==> src/rtl/fib.sv <==
// Forwarding Information Base for the NDN router.
// Holds a small table of MSB-aligned name prefixes. The PIT can request a
// longest-prefix-match lookup, which scans one entry per clock. Incoming
// data packets are held until the PIT accepts or rejects them. Accepted
// prefixes are learned into the table and forwarded back to the PIT.
module fib #(
   parameter int NUM_ENTRIES = 8
) (
   input  logic        clk,
   input  logic        rst,
   input  logic [63:0] pit_in_prefix,
   input  logic [5:0]  pit_in_len,
   input  logic        fib_out_bit,
   input  logic        start_send_to_pit,
   input  logic        rejected,
   input  logic [5:0]  data_in_len,
   input  logic [63:0] data_in_prefix,
   input  logic        data_ready,
   input  logic [7:0]  data_in,
   output logic [5:0]  pit_out_len,
   output logic [63:0] pit_out_prefix,
   output logic        prefix_ready,
   output logic [7:0]  out_data,
   output logic [63:0] longest_matching_prefix,
   output logic [5:0]  longest_matching_prefix_len,
   output logic        ready_for_data,
   output logic        clk_out
);

   localparam int IDX_W = $clog2(NUM_ENTRIES);

   typedef enum logic [1:0] {
      IDLE,
      LOOKUP,
      WAIT_DECISION,
      SEND
   } state_t;

   state_t state;
   state_t state_next;

   // Table storage: one valid bit, prefix and length per entry
   logic [NUM_ENTRIES-1:0] entry_valid;
   logic [63:0]            entry_prefix [NUM_ENTRIES];
   logic [5:0]             entry_len    [NUM_ENTRIES];
   logic [IDX_W-1:0]       repl_ptr;

   // Lookup context
   logic [63:0]            query_prefix;
   logic [5:0]             query_len;
   logic [IDX_W-1:0]       lookup_idx;
   logic [63:0]            best_prefix;
   logic [5:0]             best_len;

   // Pending data packet context
   logic [63:0]            pkt_prefix;
   logic [5:0]             pkt_len;

   // Derived combinational signals
   logic                   lookup_last;
   logic                   cur_match;
   logic [63:0]            cand_prefix;
   logic [5:0]             cand_len;
   logic [63:0]            pkt_masked;
   logic                   dup_found;
   logic                   free_found;
   logic [IDX_W-1:0]       free_idx;
   logic                   accept;
   logic                   insert_en;

   // Top-len bits set; a length of 0 yields an empty mask
   function automatic logic [63:0] len_mask(input logic [5:0] len);
      return ~({64{1'b1}} >> len);
   endfunction

   assign clk_out        = clk;
   assign ready_for_data = (state == IDLE);
   assign lookup_last    = (lookup_idx == IDX_W'(NUM_ENTRIES - 1));
   assign accept         = (state == WAIT_DECISION) && !rejected && start_send_to_pit;
   assign insert_en      = accept && (pkt_len != 6'd0) && !dup_found;

   // Evaluate the entry under the scan index against the query and fold it into the running best
   always_comb begin
      cur_match   = 1'b0;
      cand_prefix = best_prefix;
      cand_len    = best_len;
      if (entry_valid[lookup_idx]
          && (entry_len[lookup_idx] != 6'd0)
          && (entry_len[lookup_idx] <= query_len)
          && ((query_prefix & len_mask(entry_len[lookup_idx])) == entry_prefix[lookup_idx])) begin
         cur_match = 1'b1;
      end
      if (cur_match && (entry_len[lookup_idx] > best_len)) begin
         cand_prefix = entry_prefix[lookup_idx];
         cand_len    = entry_len[lookup_idx];
      end
   end

   // Search the table for a duplicate of the pending prefix and for the lowest free slot
   always_comb begin
      pkt_masked = pkt_prefix & len_mask(pkt_len);
      dup_found  = 1'b0;
      free_found = 1'b0;
      free_idx   = '0;
      for (int i = 0; i < NUM_ENTRIES; i++) begin
         if (!entry_valid[i] && !free_found) begin
            free_found = 1'b1;
            free_idx   = IDX_W'(i);
         end
         if (entry_valid[i] && (entry_prefix[i] == pkt_masked) && (entry_len[i] == pkt_len)) begin
            dup_found = 1'b1;
         end
      end
   end

   // State register
   always_ff @(posedge clk) begin
      if (rst) begin
         state <= IDLE;
      end else begin
         state <= state_next;
      end
   end

   // Next-state logic; a lookup request beats a data packet, a reject beats an accept
   always_comb begin
      state_next = state;
      case (state)
         IDLE: begin
            if (fib_out_bit) begin
               state_next = LOOKUP;
            end else if (data_ready) begin
               state_next = WAIT_DECISION;
            end
         end
         LOOKUP: begin
            if (lookup_last) begin
               state_next = IDLE;
            end
         end
         WAIT_DECISION: begin
            if (rejected) begin
               state_next = IDLE;
            end else if (start_send_to_pit) begin
               state_next = SEND;
            end
         end
         SEND: begin
            state_next = IDLE;
         end
         default: begin
            state_next = IDLE;
         end
      endcase
   end

   // Table update: learn accepted prefixes, filling free slots before round-robin replacement
   always_ff @(posedge clk) begin
      if (rst) begin
         entry_valid <= '0;
         repl_ptr    <= '0;
      end else if (insert_en) begin
         if (free_found) begin
            entry_valid[free_idx]  <= 1'b1;
            entry_prefix[free_idx] <= pkt_masked;
            entry_len[free_idx]    <= pkt_len;
         end else begin
            entry_valid[repl_ptr]  <= 1'b1;
            entry_prefix[repl_ptr] <= pkt_masked;
            entry_len[repl_ptr]    <= pkt_len;
            repl_ptr               <= repl_ptr + 1'b1;
         end
      end
   end

   // Request capture, lookup scan and the registered result/forwarding outputs
   always_ff @(posedge clk) begin
      if (rst) begin
         query_prefix                <= '0;
         query_len                   <= '0;
         lookup_idx                  <= '0;
         best_prefix                 <= '0;
         best_len                    <= '0;
         pkt_prefix                  <= '0;
         pkt_len                     <= '0;
         pit_out_prefix              <= '0;
         pit_out_len                 <= '0;
         out_data                    <= '0;
         prefix_ready                <= 1'b0;
         longest_matching_prefix     <= '0;
         longest_matching_prefix_len <= '0;
      end else begin
         prefix_ready <= 1'b0;
         case (state)
            IDLE: begin
               if (fib_out_bit) begin
                  query_prefix <= pit_in_prefix;
                  query_len    <= pit_in_len;
                  best_prefix  <= '0;
                  best_len     <= '0;
                  lookup_idx   <= '0;
               end else if (data_ready) begin
                  pkt_prefix <= data_in_prefix;
                  pkt_len    <= data_in_len;
               end
            end
            LOOKUP: begin
               best_prefix <= cand_prefix;
               best_len    <= cand_len;
               lookup_idx  <= lookup_idx + 1'b1;
               if (lookup_last) begin
                  longest_matching_prefix     <= cand_prefix;
                  longest_matching_prefix_len <= cand_len;
               end
            end
            WAIT_DECISION: begin
               if (accept) begin
                  pit_out_prefix <= pkt_masked;
                  pit_out_len    <= pkt_len;
                  out_data       <= data_in;
                  prefix_ready   <= 1'b1;
               end
            end
            default: begin
            end
         endcase
      end
   end

endmodule

==> config.mk <==
export PLATFORM = sky130hd
export DESIGN_NAME = fib
export DESIGN_NICKNAME = d
export VERILOG_FILES = /design/src/rtl/fib.sv
export SDC_FILE = /design/constraint.sdc
export NUM_CORES = 2
export LEC_CHECK = 0
export BUFFER_PORTS_ARGS = -buffer_cell sky130_fd_sc_hd__buf_2
export CORE_UTILIZATION = 45
export CTS_CLUSTER_DIAMETER = 30
export CTS_CLUSTER_SIZE = 12
export DETAILED_ROUTE_END_ITERATION = 16
export PLACE_DENSITY = 0.61
export SYNTH_ARGS = -nofsm -noshare
export SYNTH_HDL_FRONTEND = slang
export SYNTH_SLANG_ARGS = --single-unit
==> constraint.sdc <==
create_clock -name clk -period 8.3 [get_ports clk]
set_clock_uncertainty 0.2 [all_clocks]
set_input_delay 2.49 -clock clk [delete_from_list [all_inputs] [get_ports clk]]
set_output_delay 2.49 -clock clk [all_outputs]
set_load 0.05 [all_outputs]
# Word-level counts from Yosys, hierarchy flattened
# Memory sizes are Yosys's and may differ from the RTL's. A register that Yosys moved wholly into a read port is not among the register bits.
# Index checks and enable logic that the tools add are counted.
# W data, S select, Z words.
[op_classes]
n_shift = 2
bitwise = 9
magnitude_cmp = 7
n_addsub = 2
n_eq_ne = 25
mux = 64
n_reduce_logical = 62
[op_table]
columns = ["op", "n"]
rows = [
  ["$eq A64 B64 Y1", 9],
  ["$mux W64", 3],
  ["$and A64 B64 Y64", 2],
  ["$not A64 Y64", 2],
  ["$pmux W64 S2", 1],
  ["$shr A64 B6 Y64 const A", 2],
  ["$reduce_or A64 Y1", 1],
  ["$eq A6 B6 Y1", 8],
  ["$mux W3", 13],
  ["$logic_and A1 B1 Y1", 33],
  ["$mux W1", 32],
  ["$mux W6", 3],
  ["$or A8 B8 Y8", 2],
  ["$logic_not A1 Y1", 15],
  ["$lt A3 B4 Y1 const B", 3],
  ["$pmux W6 S2", 1],
  ["$reduce_bool A6 Y1", 2],
  ["$mux W2", 5],
  ["$reduce_and A2 Y1", 5],
  ["$mux W8", 1],
  ["$pmux W2 S4", 1],
  ["$add A3 B1 Y3 const B", 2],
  ["$demux W1 S3", 2],
  ["$ge A3 B1 Y1 const B", 2],
  ["other kinds (15)", 21],
]
[totals]
in_bits = 154
mem_count = 2
ff_bits = 375
wordCells = 189
ram_bits = 560
[mem_list]
columns = ["name", "depth", "word_bits", "read_ports", "rd_clocked_by_memory_dff", "wr", "line", "text"]
rows = [
  ["entry_prefix", 8, 64, 9, 1, 1, "44", "logic [63:0] entry_prefix [NUM_ENTRIES];"],
  ["entry_len", 8, 6, 9, 1, 1, "45", "logic [5:0] entry_len [NUM_ENTRIES];"],
]

# Longest topological paths before layout
[logic_depth]
depth_word = 27
depth_mapped = 22

==> flow_results.xml <==
<?xml version="1.0" encoding="UTF-8"?>
<metrics>
  <group name="grt">
    <metric name="grt.met2_usage" unit="%">53.8</metric>
    <metric name="gr-usage-met1" unit="%">45.1</metric>
    <metric name="grt_start_max_net_pins" unit="">93</metric>
    <metric name="globalRouteOverflowTotal" unit="">0</metric>
    <metric name="global_route_wire_length_before_repair" unit="mm">258</metric>
    <metric name="met3_usage_in_global_routing" unit="%">9.25</metric>
    <metric name="grt_antenna_before_repair" unit="">6</metric>
    <metric name="busiest_layer" unit="">met2</metric>
    <metric name="groute.usage.overall" unit="%">35.6</metric>
    <metric name="vias_in_the_first_global_route" unit="">35000</metric>
  </group>
  <group name="critical_path">
    <metric name="worst_endpoint_required_time" unit="ps">5610</metric>
    <metric name="count_of_cells_along_the_worst_register_to_register_path" unit="">12</metric>
    <metric name="worst-path-max-fanout" unit="">2</metric>
    <metric name="worstSetupStartpointType" unit="">clock port</metric>
    <metric name="critPathCaptureType" unit="">primary output</metric>
    <metric name="worstReg2RegEnd" unit="">best_prefix[55]$_SDFFE_PP0P_</metric>
    <metric name="endpoint" unit="">clk_out</metric>
    <metric name="rrSetupSlack" unit="ps">1790</metric>
    <metric name="worst-endpoint-arrival" unit="ps">4590</metric>
    <metric name="worstSetupPathType" unit="">clock port to primary output</metric>
    <metric name="startpoint" unit="">clk</metric>
  </group>
  <group name="yosys">
    <metric name="synth_simple_gate_area_share" unit="%">12.3</metric>
    <metric name="asyncSetResetFlopFracSynth" unit="%">0</metric>
    <metric name="adder_cell_area_share_of_the_yosys_netlist" unit="%">0.413</metric>
    <metric name="synth_area_per_cell" unit="sq um">11.0</metric>
    <metric name="postSynthNetCount" unit="">4292</metric>
    <metric name="synth_top_family_by_area" unit="">simple AND/OR/NAND/NOR gates</metric>
    <metric name="synth_warnings" unit="">0</metric>
    <metric name="flip_flop_and_latch_count_after_synthesis" unit="">927</metric>
    <metric name="synth_mux_area_share" unit="%">8.51</metric>
    <metric name="synth_cell_types" unit="">87</metric>
    <metric name="sequential_element_share_of_the_synthesized_area" unit="%">53.0</metric>
    <metric name="synth_compound_gate_area_share" unit="%">12.0</metric>
    <metric name="synth_edf_count" unit="">552</metric>
    <metric name="post_synthesis_cells" unit="">4123</metric>
    <metric name="synthXorXnorAreaFrac" unit="%">9.70</metric>
    <metric name="synth_area" unit="sq um">45400</metric>
    <metric name="synth_ff_type" unit="">edfxtp_1</metric>
  </group>
  <group name="floorplan">
    <metric name="die_w" unit="um">320</metric>
    <metric name="std_cell_rows" unit="">116</metric>
    <metric name="initial_core_util" unit="%">45.4</metric>
    <metric name="ports" unit="">305</metric>
    <metric name="core_outline_area" unit="sq um">100000</metric>
    <metric name="die_footprint" unit="sq um">102000</metric>
    <metric name="die-height" unit="um">320</metric>
  </group>
  <group name="placement">
    <metric name="finalWeightedCongestion" unit="">1.09</metric>
    <metric name="buffer_ports.inserted" unit="">301</metric>
    <metric name="detailed_place_hpwl" unit="mm">133</metric>
  </group>
  <group name="pwr">
    <metric name="power.share.sequential" unit="%">34.1</metric>
    <metric name="cellPowerDensity" unit="nW/um^2">257</metric>
    <metric name="p_int" unit="uW">11200</metric>
    <metric name="combinationalPowerShare" unit="%">3.5</metric>
    <metric name="pwr-share-clk" unit="%">62.4</metric>
    <metric name="power.net_switching" unit="uW">3330</metric>
    <metric name="ir_drop" unit="mV">0.196</metric>
    <metric name="p_leak" unit="uW">0.0187</metric>
    <metric name="switching_share" unit="%">23.0</metric>
  </group>
  <group name="finish">
    <metric name="final_layout_size_suffix_gt1_share" unit="%">21.8</metric>
    <metric name="mostFrequentLayoutCells" unit="">nand2_1, edfxtp_1, a21oi_1</metric>
    <metric name="final_common_cell" unit="">nand2_1</metric>
    <metric name="layout-area-overhead-vs-synth" unit="%">24.4</metric>
    <metric name="final_nets" unit="">4635</metric>
  </group>
  <group name="route">
    <metric name="initialDrtViolationCount" unit="">4901</metric>
    <metric name="drt_pass1_iterations" unit="">12</metric>
    <metric name="post_drt_via_cell_ratio" unit="">6.19</metric>
    <metric name="drc_errors" unit="">2</metric>
    <metric name="postRouteWirelength" unit="mm">184</metric>
    <metric name="average_wire_length_per_cell_after_detail_routing" unit="um">30.9</metric>
    <metric name="drtAntennaViolNets" unit="">0</metric>
    <metric name="dr_total_vias" unit="">36900</metric>
  </group>
  <group name="clock_tree">
    <metric name="cts_hold_buffers" unit="">0</metric>
    <metric name="insertion_delay" unit="ps">940</metric>
    <metric name="post_cts_resized" unit="">0</metric>
    <metric name="postCtsSetupRepairBufs" unit="">0</metric>
    <metric name="clkSlewWorstSetupHoldPaths" unit="ps">40</metric>
    <metric name="cts_tree" unit="">yes</metric>
  </group>
  <group name="timing">
    <metric name="holdWs" unit="ps">245</metric>
    <metric name="setup_viol" unit="">0</metric>
    <metric name="grt_setup_unrepaired" unit="">false</metric>
    <metric name="timing_hold_violations_final" unit="">0</metric>
    <metric name="finalSetupTns" unit="ps">0</metric>
    <metric name="slew_viol_final" unit="">0</metric>
    <metric name="max_slew.worst_pin.slew" unit="ps">1280</metric>
    <metric name="timing.max_slew.rel_slack" unit="%">13.0</metric>
  </group>
  <group name="status">
    <metric name="run_status" unit="">complete, but fails checks</metric>
    <metric name="failing_checks" unit="">design-rule violations</metric>
  </group>
  <group name="min_path">
    <metric name="hold_path.class" unit="">register to register</metric>
  </group>
  <group name="run">
    <metric name="maxCapViolations" unit="">0</metric>
  </group>
</metrics>
[synth_stat cells, types with 10 or more instances]
cell type	instances	area, sq um
and3_1	80	500
o21a_1	72	541
or4_1	60	450
o31ai_1	11	82.6
mux4_2	130	2930
dfxtp_1	375	7510
clkbuf_1	205	769
o2111ai_1	20	175
or4b_1	11	110
a211oi_1	23	173
a21oi_1	408	2040
buf_4	25	188
and2_1	12	75.1
edfxtp_1	552	16600
o32ai_1	11	96.3
a22oi_1	11	82.6
xor2_1	232	2030
a2111oi_0	18	158
a31oi_1	23	144
inv_1	116	435
nor4_1	74	463
buf_1	33	124
xnor2_1	271	2370
nor2b_1	10	62.6
buf_2	37	185
nor2_1	145	544
nand3_1	55	275
o22ai_1	22	138
mux2i_1	70	701
nand4_1	80	500
o211ai_1	81	608
nand2_1	557	2090
o21ai_0	82	410
mux2_2	12	135
nor3_1	27	135
ha_1	15	188
[kinds of logic (layout without fill, tap and decap cells)]
family	Yosys count	after routing
other cells	1	5
xor+xnor	503	503
flops	927	927
mux	217	217
buf+inv	435	969
compound gates	866	866
simple gates	1159	1159
fa+ha+maj	15	15
[worst max-delay path, cell delays in order]
cell and delay, ps:
clkbuf_16 120, clkbuf_16 120, buf_2 200
[power groups by stage]
stage / registers (uW) / clock network [uW] / logic [uW]
finish: 4940 / 9060 / 510
global placement: 5020 / 23.0 / 499
detailed placement: 5020 / 23.0 / 501
floorplan: 4990 / 26.0 / 335
global route: 4940 / 9350 / 543
CTS: 4940 / 9100 / 504
[metal layers]
layer  part of all wire (%)  vias to the layer above
li1                       -                    15900
met1                     38                    18200
met2                     44                     2261
met3                     11                      536
met4                    7.5                        8
met5                  0.030                        -
[area by class of cell]
class                           instances  area [sq um]
Clock inverter                        138          1850
Timing Repair Buffer                  430          2680
Tap cell                             1298          1620
Fill cell                            8538         43500
Multi-Input combinational cell       2761         19600
Inverter                              127           478
Clock buffer                          274          6110
Sequential cell                       927         24100
Antenna cell                            4          10.0
[per-stage QoR]
step | cells | utilization, % | instance area [sq um] | setup slack (ps) | power, uW
6_report | 5959 | 56.5 | 56500 | 1020 | 14500
3_5_place_dp | 5544 | 48.5 | 48500 | 1270 | 5550
4_1_cts | 5955 | 56.5 | 56500 | 1010 | 14500
3_3_place_gp | 5544 | 48.5 | 48500 | 1270 | 5540
5_1_grt | 5956 | 56.5 | 56500 | 1010 | 14800
2_1_floorplan | 4123 | - | 45400 | 1290 | 5350
[registers in the layout (all words and copies together) (netlist names), 8 cells and up, named ones only]
signal	flops
entry_len	48
entry_prefix	504
out_data	8
pit_out_prefix	63
longest_matching_prefix	64
query_prefix	63
entry_valid	8
pkt_prefix	63
best_prefix	64
[worst min path at each step]
stage                                      startpoint                          end  cells after the start
after global routing      best_prefix[0]$_SDFFE_PP0P_  best_prefix[0]$_SDFFE_PP0P_                      2
final                     best_prefix[0]$_SDFFE_PP0P_  best_prefix[0]$_SDFFE_PP0P_                      2
after global placement    best_prefix[0]$_SDFFE_PP0P_  best_prefix[0]$_SDFFE_PP0P_                      2
after floorplan           best_prefix[0]$_SDFFE_PP0P_  best_prefix[0]$_SDFFE_PP0P_                      2
after detailed placement  best_prefix[0]$_SDFFE_PP0P_  best_prefix[0]$_SDFFE_PP0P_                      2
after CTS                 best_prefix[0]$_SDFFE_PP0P_  best_prefix[0]$_SDFFE_PP0P_                      2
Power figures use the tool's default switching activity.
